==> config.mk <==
export PLATFORM = sky130hd
export DESIGN_NAME = inst_decode_stage
export DESIGN_NICKNAME = d
export VERILOG_FILES = /design/src/rtl/inst_decode_stage.sv
export SDC_FILE = /design/constraint.sdc
export NUM_CORES = 1
export LEC_CHECK = 0
export CAP_MARGIN = 40
export CORE_MARGIN = 4
export CORE_UTILIZATION = 40
export CTS_CLUSTER_SIZE = 8
export DETAILED_ROUTE_END_ITERATION = 16
export DONT_BUFFER_PORTS = 1
export GPL_TIMING_DRIVEN = 0
export PLACE_DENSITY = 0.59
export SLEW_MARGIN = 25
export SYNTH_ARGS = -nofsm -noshare
export SYNTH_HDL_FRONTEND = slang
export SYNTH_SLANG_ARGS = --single-unit
==> constraint.sdc <==
create_clock -name clk -period 3.7 [get_ports clk]
set_input_delay 0.74 -clock clk [delete_from_list [all_inputs] [get_ports clk]]
set_output_delay 0.74 -clock clk [all_outputs]
set_load 0.01 [all_outputs]
==> src/rtl/inst_decode_stage.sv <==
// Registered instruction decode stage with a 2-entry output/skid buffer.
// Optional illegal-instruction flag enabled by defining DEC_ILLEGAL_EN.
module inst_decode_stage #(
   parameter int         XLEN   = 32,
   parameter logic [5:0] R_OP   = 6'h00,
   parameter logic [5:0] J_OP   = 6'h02,
   parameter logic [5:0] JAL_OP = 6'h03
) (
   input  logic            clk,
   input  logic            rst,
   input  logic            in_valid,
   output logic            in_ready,
   input  logic [31:0]     inst,
   input  logic [XLEN-1:0] pc,
   input  logic            flush,
   output logic            out_valid,
   input  logic            out_ready,
   output logic [5:0]      op,
   output logic [5:0]      funct,
   output logic [4:0]      rd,
   output logic [4:0]      rt,
   output logic [4:0]      rs,
   output logic [4:0]      shamt,
   output logic [XLEN-1:0] imm_ext,
   output logic [XLEN-1:0] j_target,
   output logic [1:0]      itype,
   output logic [XLEN-1:0] out_pc
`ifdef DEC_ILLEGAL_EN
   ,
   output logic            illegal
`endif
);

   localparam logic [1:0] ITYPE_R = 2'd0;
   localparam logic [1:0] ITYPE_I = 2'd1;
   localparam logic [1:0] ITYPE_J = 2'd2;

   typedef struct packed {
      logic [5:0]      op;
      logic [5:0]      funct;
      logic [4:0]      rd;
      logic [4:0]      rt;
      logic [4:0]      rs;
      logic [4:0]      shamt;
      logic [XLEN-1:0] imm_ext;
      logic [XLEN-1:0] j_target;
      logic [XLEN-1:0] pc;
      logic [1:0]      itype;
`ifdef DEC_ILLEGAL_EN
      logic            illegal;
`endif
   } entry_t;

   entry_t           dec;
   entry_t           out_q;
   entry_t           skid_q;
   logic             skid_valid;
   logic             in_fire;
   logic [XLEN-29:0] pc4_hi;

`ifdef DEC_ILLEGAL_EN
   function automatic logic is_illegal(input logic [5:0] o, input logic [5:0] f);
      logic legal;
      legal = 1'b0;
      if (o == R_OP)
         legal = (f == 6'h00) || (f == 6'h02) || (f == 6'h08) ||
                 ((f >= 6'h20) && (f <= 6'h2A));
      else if ((o == J_OP) || (o == JAL_OP) || ((o >= 6'h04) && (o <= 6'h0F)) ||
               (o == 6'h23) || (o == 6'h2B))
         legal = 1'b1;
      return !legal;
   endfunction
`endif

   // Upper bits of pc+4: bits [27:0] are replaced by the jump field, so only
   // the carry out of bit 27 matters.
   assign pc4_hi  = pc[XLEN-1:28] + {{(XLEN-29){1'b0}}, &pc[27:2]};
   assign in_fire = in_valid & in_ready;

   // NOTE: combinational blocks use blocking assignments and assign every
   // output first, so no latch can be inferred.
   always_comb begin
      dec          = '0;
      dec.op       = inst[31:26];
      dec.rd       = inst[25:21];
      dec.rt       = inst[20:16];
      dec.rs       = inst[15:11];
      dec.shamt    = inst[10:6];
      dec.funct    = inst[5:0];
      dec.pc       = pc;
      dec.j_target = {pc4_hi, inst[25:0], 2'b00};
      if ((dec.op == 6'h0C) || (dec.op == 6'h0D) || (dec.op == 6'h0E))
         dec.imm_ext = {{(XLEN-16){1'b0}}, inst[15:0]};
      else
         dec.imm_ext = {{(XLEN-16){inst[15]}}, inst[15:0]};
      if (dec.op == R_OP)
         dec.itype = ITYPE_R;
      else if ((dec.op == J_OP) || (dec.op == JAL_OP))
         dec.itype = ITYPE_J;
      else
         dec.itype = ITYPE_I;
`ifdef DEC_ILLEGAL_EN
      dec.illegal = is_illegal(inst[31:26], inst[5:0]);
`endif
   end

   // Output slot is free when empty or draining this cycle; skid entry has
   // priority over new input to keep order. in_ready never sees out_ready.
   always_ff @(posedge clk) begin
      if (rst) begin
         out_valid  <= 1'b0;
         skid_valid <= 1'b0;
         in_ready   <= 1'b1;
         out_q      <= '0;
      end else if (flush) begin
         out_valid  <= 1'b0;
         skid_valid <= 1'b0;
         in_ready   <= 1'b1;
      end else if (!out_valid || out_ready) begin
         if (skid_valid) begin
            out_q      <= skid_q;
            out_valid  <= 1'b1;
            skid_valid <= 1'b0;
            in_ready   <= 1'b1;
         end else if (in_fire) begin
            out_q     <= dec;
            out_valid <= 1'b1;
         end else begin
            out_valid <= 1'b0;
         end
      end else if (in_fire) begin
         skid_valid <= 1'b1;
         in_ready   <= 1'b0;
      end
   end

   // NOTE: skid data needs no reset; it is only read while skid_valid is set,
   // and skid_valid is reset.
   always_ff @(posedge clk) begin
      if (in_fire)
         skid_q <= dec;
   end

   assign op       = out_q.op;
   assign funct    = out_q.funct;
   assign rd       = out_q.rd;
   assign rt       = out_q.rt;
   assign rs       = out_q.rs;
   assign shamt    = out_q.shamt;
   assign imm_ext  = out_q.imm_ext;
   assign j_target = out_q.j_target;
   assign itype    = out_q.itype;
   assign out_pc   = out_q.pc;
`ifdef DEC_ILLEGAL_EN
   assign illegal  = out_q.illegal;
`endif

endmodule

==> results of run 1 <==
-- synthesized netlist by cell type, drive strengths merged --
library cell,count
buf,93
dfxtp,74
edfxtp,71
a31oi,68
mux2i,66
a211oi,65
clkbuf,13
nand4,6
inv,5
nand2,5
nor2,4
a311oi,3
and2,3
nand3,3
nor4,3
a21oi,2
ha,2
nand2b,2
o21ai,2
o311ai,2
a21boi,1
a21o,1
a311o,1
a41o,1
a41oi,1
and2b,1
and3,1
conb,1
nand3b,1
nor3,1
o211a,1
o311a,1
o31ai,1
o41ai,1
or4,1
xnor2,1
xor2,1
-- state kept, by name, indices dropped and copies added, names as in the netlist --
| register | count |
|---|---|
| rt | 4 |
| in_ready | 1 |
| rd | 4 |
| rs | 4 |
| out_pc | 32 |
| funct | 5 |
| skid_valid | 1 |
| shamt | 4 |
| out_valid | 1 |
| skid_q | 71 |
| op | 6 |
| j_target | 6 |
| imm_ext | 4 |
| itype | 2 |
-- cells by family (layout without fill, tap and decap cells) --
kind of cell | after synthesis | after routing
compound gates | 151 | 151
xor+xnor | 2 | 2
other cells | 1 | 2
buf+inv | 111 | 144
flops | 145 | 145
simple gates | 31 | 31
mux | 66 | 66
fa+ha+maj | 2 | 2
-- layout by cell type, fill, tap and decap left out, types with 2 or more instances in the layout --
master	count
sky130_fd_sc_hd__nor2_1	4
sky130_fd_sc_hd__buf_6	9
sky130_fd_sc_hd__a211oi_1	65
sky130_fd_sc_hd__nand2_1	5
sky130_fd_sc_hd__clkbuf_16	17
sky130_fd_sc_hd__o311ai_0	2
sky130_fd_sc_hd__nand2b_1	2
sky130_fd_sc_hd__nand4_1	6
sky130_fd_sc_hd__edfxtp_1	71
sky130_fd_sc_hd__buf_4	69
sky130_fd_sc_hd__o21ai_0	2
sky130_fd_sc_hd__clkinvlp_4	5
sky130_fd_sc_hd__dfxtp_1	74
sky130_fd_sc_hd__a311oi_1	3
sky130_fd_sc_hd__a31oi_1	68
sky130_fd_sc_hd__nor4_1	2
sky130_fd_sc_hd__buf_2	15
sky130_fd_sc_hd__bufinv_16	3
sky130_fd_sc_hd__clkbuf_1	14
sky130_fd_sc_hd__nand3_1	2
sky130_fd_sc_hd__ha_1	2
sky130_fd_sc_hd__and2_1	2
sky130_fd_sc_hd__clkinv_2	4
sky130_fd_sc_hd__mux2i_1	66
sky130_fd_sc_hd__conb_1	2
sky130_fd_sc_hd__inv_1	4
-- worst max-delay path: cells and delay by family --
family                     cells  cell delay (ps)
and+or+nand+nor                3              990
adders and majority gates      2              400
xor gates and xnor gates       1              210
AOI/OAI and AO/OA              1              210
muxes                          1              110
-- metal layers --
layer	track usage, %	up-vias	part of all wire, %	wire length (um)
met5	0	-	0	0
met4	5.43	0	1.3	214
met3	8.06	21	11	1790
met2	29.7	200	49	8040
met1	21.2	2054	39	6520
li1	-	1964	-	-
-- per-stage QoR --
stage / util [%] / area, um2 / TNS, ps
finish: 47.2 / 7250 / 0
global route: 47.2 / 7250 / 0
CTS: 47.2 / 7250 / 0
detailed placement: 43.3 / 6660 / 0
global placement: 43.1 / 6630 / -3700
floorplan: - / 6370 / 0
-- path summary, 6_finish.rpt --
| path | startpoint | end | slack (ps) | cells after the start |
|---|---|---|---|---|
| setup / recovery | pc[11] | j_target[30]$_SDFFE_PP0P_ | 1370 | 8 |
| hold reg to reg | skid_q[1]$_DFFE_PP_ | itype[1]$_SDFFE_PP0P_ | 550 | 2 |
| setup reg to reg | in_ready$_SDFFE_PP1P_ | out_pc[23]$_SDFFE_PP0P_ | 2070 | 5 |
| hold / removal | pc[29] | skid_q[31]$_DFFE_PP_ | 410 | 0 |
-- area by class of cell --
| class | instances | area [um2] | area share [%] |
|---|---|---|---|
| Buffer | 106 | 743 | 10.2 |
| Clock buffer | 18 | 429 | 5.92 |
| Clock inverter | 14 | 165 | 2.28 |
| Inverter | 5 | 18.8 | 0.259 |
| Multi-Input combinational cell | 254 | 1990 | 27.5 |
| Sequential cell | 145 | 3610 | 49.8 |
| Tap cell | 211 | 264 | 3.64 |
| Timing Repair Buffer | 1 | 27.5 | 0.379 |
-- power groups by stage --
stage / Combinational [mW] / Clock [mW] / Sequential, mW
global route: 0.360 / 1.84 / 1.90
floorplan: 0.265 / 0 / 1.89
finish: 0.329 / 1.74 / 1.88
global placement: 0.318 / 0 / 1.92
detailed placement: 0.330 / 0 / 1.92
CTS: 0.332 / 1.78 / 1.89
==> results.md, run 1 <==
- Once detail routing completed, the nets flagged for antenna violations numbered 0.
- The root cell of the clock tree is sky130_fd_sc_hd__clkbuf_16.
- VDD sags by at most 0.000353 V.
- The count of placed standard cells in the final layout, fillers left out is roughly 750.
- The number of global-route vias before repair was 4343.
- The worst relative slew slack is 56.3%.
- Including well taps, the total number of placed cells is 722.
- The number of max-slew violations in the final report was 0.
- The cell type with the largest total area after synthesis is sky130_fd_sc_hd__edfxtp_1.
- The net total in the final layout is 601.
- TritonCTS built the clock tree.
- The maximum frequency from static timing analysis is 429 MHz.
- The worst setup path is launched from a primary input.
- The floorplan die area is 18000 um2.
- The clock net in this run drives a total of 145 sinks.
- After synthesis, the largest family of logic cells by area is compound AO/OA/AOI/OAI gates.
- After filler insertion, the fill cell instance count of the layout stands at 1394.
- The number of gates resized after CTS was 0.
- Clock-pin slew was measured on the worst setup and hold paths at 70 ps.
- Buffers inserted to repair hold after CTS numbered 0.
- The simple-gate portion of the synthesized area is 3.21%.
- The die span in y is about 130 um.
- The Yosys step of the flow raised 0 warnings.
- The worst slack at placement is 889 ps.
- Setup repair after global routing left no endpoint under its margin.
- The largest stage delay on the critical path is 540 ps.
- The number of rows created at floorplan is 45.
- The initial core utilization is 41.4%.
- Summed over its instances, the top area cell type makes up 33.5% of the synthesized netlist area.
- In this run the post-CTS setup repair buffer count came out at 0.
- The HPWL after detailed placement is ~12000 um.
- Clock tree synthesis inserted a total of 17 buffers.
- In this run, the clock network consumes between 40 and 50% of the power.
- The critical path start-end classification is primary input to flop.
- The CTS H-tree depth is 4.
- The global-route wire length before repair is 25200 um.
- Dividing total power by cell area gives a power density of 545 nW/um2.
- The maximum clock insertion buffer count is 2.
- The internal power of the cells totals 2.99 mW.
- The global placement routability congestion is 0.727.
- The share of the cycle needed by the critical path after routing is 63.0%.
- The synthesized netlist devotes 0.393% of its cell area to adder and majority cells.
- Summed over all layers, the global routing overflow is 0.
- The initial antenna violation count is 0.
- The number of endpoints with negative hold slack in the final report is 0.
- Data on the critical path is required at its endpoint by 4030 ps.
- The fraction of final layout cells with drive strength greater than 1 is 24.5%.
- The proportion of synthesized chip area in sequential cells is 56.8%.
- The complex-gate fraction of the synthesized area is 16.9%.
- The path class of the lowest-slack min-delay path is primary input to flop.
- The aggregate routed wire length is 16600 um.
- STA classifies the critical path endpoint as a flop.
- Walking the worst path, the cells encountered are nand4_1 -> or4_4 -> nor4_2 -> ha_1 -> ha_1 -> xor2_1 -> mux2i_1 -> o31ai_1.
- The power spent charging and discharging nets is 0.963 mW.
- The flow ran to the end, and the final reports show no timing, DRC or antenna violations.
- After technology mapping, the gate count stands at 509.
- The clock period could shrink to 2330 ps.
- The maximum number of pins on one net before global-route repair is 51.
- The synthesis-stage register bit count is 145.
- The data arrival time at the worst-slack endpoint is roughly 2700 ps.
- The number of placed I/O pins is 201.
- The switching share of power is 24.4%.
- After synthesis, the cell types taking the most area are sky130_fd_sc_hd__edfxtp_1, sky130_fd_sc_hd__dfxtp_1, sky130_fd_sc_hd__mux2i_1.
- The number of vias per cell is 5.62.
- Registers are responsible for 47.6% of the overall power.
- For this run, design rule violations remaining after detail routing come to 0.
- The cell type with the highest occurrence count on the critical path is sky130_fd_sc_hd__ha_1.
- The actual transition at the worst max-transition pin is ~650 ps.
- The number of antenna diodes in the final layout is 0.
- After layout, the design draws a total of 3.96 mW.
- The clock latency of the later-clocked register in the worst-skew pair is 430 ps.
- The distinct cell type count after synthesis is 43.
- The die outline width is approximately 130 um.
- The synthesized area per cell is 12.5 um2.
- Of all nets on the critical path, the largest fanout is 3.
- Summed over all cells, the static leakage comes to between 2 and 2.5 nW.
- The count of final setup violators is 0.
- Once routing completed, OpenROAD measured the worst setup slack at approximately 1400 ps.
- The count of routing violations after the opening detailed-route iteration is 172.
- The routed length per instance is about 22 um.
- The number of search-and-repair iterations in the first detailed-routing pass is 4.
- The slowest cell on the critical path is sky130_fd_sc_hd__or4_4.
- Across all hold checks on the routed design, the worst slack comes to around 410 ps.
- The cell area after synthesis is around 6400 um2.
- The clock arrives with 11.8 ps of skew.
- The region available for standard cell placement spans roughly 15000 um2.
- The number of violations of the max-capacitance limit is 0.
- Of the total power, combinational logic draws 8.3%.
- The synthesized netlist devotes 0.275% of its cell area to XOR and XNOR gates.
- The number of vias after detailed routing is about 4200.
- The fraction of synthesized area in multiplexers is 10.4%.
- The total of buffers placed on input and output ports is 0.
- The combined global-route utilization of all metal layers is ~18%.
- The synthesis-to-finish area growth is 14.0%.
Note: power is estimated with default switching activity, not from simulation.
==> run 2: changes to the inputs <==
==> constraint.sdc (replaced) <==
create_clock -name clk -period 2.22 [get_ports clk]
set_input_delay 0.444 -clock clk [delete_from_list [all_inputs] [get_ports clk]]
set_output_delay 0.444 -clock clk [all_outputs]
set_load 0.01 [all_outputs]
==> run 2 against run 1 <==
Effect of this change:
- global-route usage up 0.14 points
- clock-buffer cell count up 4
- via count down 1.2%
- critical path type unchanged
- critical endpoint unchanged
- largest cell class unchanged
==> results.md, run 2 (synthesis gave the netlist of run 1 again) <==
- At the end of the flow, the number of nets in the layout was between 600 and 700.
- During placement, the flow inserted port buffers numbering 0.
- Based on the critical path, the design can be clocked at up to 504 MHz.
- After routing the design area is 7270 um2.
- The count of antenna-violating nets left after detailed routing is 0.
- The worst setup path is captured at a flop.
- TritonCTS built the clock tree.
- The fraction of final layout cells with drive strength greater than 1 is 24.3%.
- STA puts the critical path data arrival time at 2320 ps.
- The clock tree synthesis step divided the H-tree into 4 levels.
- The number of placed I/O pins is 201.
- The setup path with the least slack is of type primary input to flop.
- The die outline width is 134 um.
- The number of buffers added to fix hold violations after cts is 0.
- The count of placed standard cells in the final layout, fillers left out is between 700 and 800.
- The routed length per instance is about 22 um.
- The power spent charging and discharging nets is 1.55 mW.
- The initial core utilization is 41.4%.
- Max-cap violations in this run came to 0.
- The register with the most flip-flops is skid_q.
- The first routing iteration left 179 violations.
- The initial antenna violation count is 0.
- The worst vdd rail ir drop is 0.000505 V.
- The synthesis-to-finish area growth is 14.3%.
- The tree built by TritonCTS fans out to approximately 150 sinks.
- Clock skew on the completed layout was measured at 6.13 ps.
- Setup violations remaining at the end of the flow were counted as 0.
- The CTS clock-pin slew for the worst setup and hold paths is ~60 ps.
- Setup slack closes at 238 ps.
- Before antenna repair, the detailed router went through 4 iterations.
- Routability-driven placement finished with a final weighted congestion of 0.723.
- Leaving out fill and tap cells, the most frequent cell in the layout is sky130_fd_sc_hd__dfxtp_1.
- In this run the vertical extent of the chip is 134 um.
- The share of the cycle needed by the critical path after routing is 89.3%.
- The run finished with clean final reports.
- After detailed placement, the total cell area comes to 6660 um2.
- At the pin with the least slew margin, the transition time is about 700 ps.
- The path class of the lowest-slack min-delay path is primary input to flop.
- The worst pin sits at a relative slew slack of 54.5%.
- In the routed layout, each cell is associated on average with a via count of approximately 5.6.
- The number of max-slew violations in the final report came to 0.
- The antenna diode count is 0.
- Setup repair after global routing left no endpoint under its margin.
- The maximum clock insertion buffer count is 2.
- The part of the total power dissipated in sequential elements is 47.6%.
- The required time reported for the critical path endpoint is roughly 2600 ps.
- The number of placed instances, taps included, is 722.
- The register with the most flip-flops in the layout has 71 of them.
- Row generation in the floorplan step produced 45 rows.
- The number of endpoints with negative hold slack in the final report is 0.
- The number of global-route vias before repair is roughly 4300.
- The combined global-route utilization of all metal layers is 18.1%.
- The aggregate routed wire length is 16600 um.
- The cell sitting at the root of the clock tree is a sky130_fd_sc_hd__clkbuf_16.
- After filler insertion, the fill cell instance count of the layout stands at 1337.
- In this run, the clock network consumes 44.1% of the power.
- Cell internal power was estimated by the tool at 5.05 mW.
- Cells fill 47.3% of the core in the end.
- Power spread over the standard cell area amounts to 907 nW/um2.
- Of all nets on the critical path, the largest fanout is 3.
- The total global routing overflow is 0.
- The worst slack at placement is -398 ps.
- Entering global routing, the biggest net connects 44 pins.
- The CTS buffer count is 17.
- The floorplan step defined a die boundary enclosing around 18000 um2.
- The leakage power is ~2.5 nW.
- The final period demand of the worst path is between 1500 and 2000 ps.
- Overall power consumption after layout is estimated at ~6.6 mW.
- The sort of element at the start of the critical path is a primary input.
- The global-route wire length before repair is 25200 um.
- Leaving out fill and tap cells, the most frequent cells in the layout are sky130_fd_sc_hd__dfxtp_1, sky130_fd_sc_hd__edfxtp_1, sky130_fd_sc_hd__buf_4.
- The DRC violations left is 0.
- The HPWL after detailed placement is 12000 um.
- The clock latency of the later-clocked register in the worst-skew pair is 410 ps.
- The core region is 15400 um2.
- For this block, the via count after detailed routing is 4187.
- Net switching is a little under a quarter of the power.
- Combinational logic burns 8.3% of the power.
[run 2: cell type report]
type | count | area (um2) | share of cell area [%]
Clock buffer | 22 | 464 | 6.38
Multi-Input combinational cell | 254 | 2010 | 27.6
Timing Repair Buffer | 1 | 27.5 | 0.378
Sequential cell | 145 | 3610 | 49.7
Buffer | 106 | 743 | 10.2
Clock inverter | 10 | 134 | 1.84
Tap cell | 211 | 264 | 3.63
Inverter | 5 | 18.8 | 0.258
[run 2: final timing paths]
path,cells after the start,slack (ps),to,start
min reg2reg,2,540,itype[1]$_SDFFE_PP0P_,skid_q[1]$_DFFE_PP_
max reg2reg,5,510,out_pc[22]$_SDFFE_PP0P_,in_ready$_SDFFE_PP1P_
max,8,240,j_target[30]$_SDFFE_PP0P_,pc[11]
min,0,120,skid_q[119]$_DFFE_PP_,inst[1]
[run 2: worst max-delay path, cell delays in order]
cell                      delay (ps)
sky130_fd_sc_hd__nand4_1         100
sky130_fd_sc_hd__or4_4           550
sky130_fd_sc_hd__nor4_4          320
sky130_fd_sc_hd__ha_1            230
sky130_fd_sc_hd__ha_1            190
sky130_fd_sc_hd__xor2_2          200
sky130_fd_sc_hd__mux2i_1         110
sky130_fd_sc_hd__o31ai_1         180
[run 2: per-layer routing]
layer  up-vias  global-route usage, %  part of all wire (%)
met2       183                   29.1                    48
met3        21                   9.60                    12
met4         0                   5.09                   1.3
met1      2017                   21.3                    39
met5         -                      0                     0
li1       1966                      -                     -
[run 2: through the flow]
| stage | hold slack (ps) | TNS [ps] |
|---|---|---|
| 2_1_floorplan | 517 | 0 |
| 3_3_place_gp | 534 | -14230 |
| 3_5_place_dp | 539 | -1190 |
| 4_1_cts | 99.2 | 0 |
| 5_1_grt | 92.8 | 0 |
| 6_report | 119 | 0 |
[run 2: power groups by stage]
stage                     registers, mW  clock network [mW]  logic [mW]
after floorplan                    3.16                   0       0.442
after global placement             3.20                   0       0.532
after detailed placement           3.20                   0       0.552
after CTS                          3.14                2.96       0.554
after global routing               3.16                3.08       0.600
final                              3.14                2.91       0.549
[run 2: what timing repair did]
item	4_1_cts	5_1_grt
setup endpoints to repair	0	1
resized for setup	0	2
buffers inserted	0	0
hold endpoints to repair	0	0
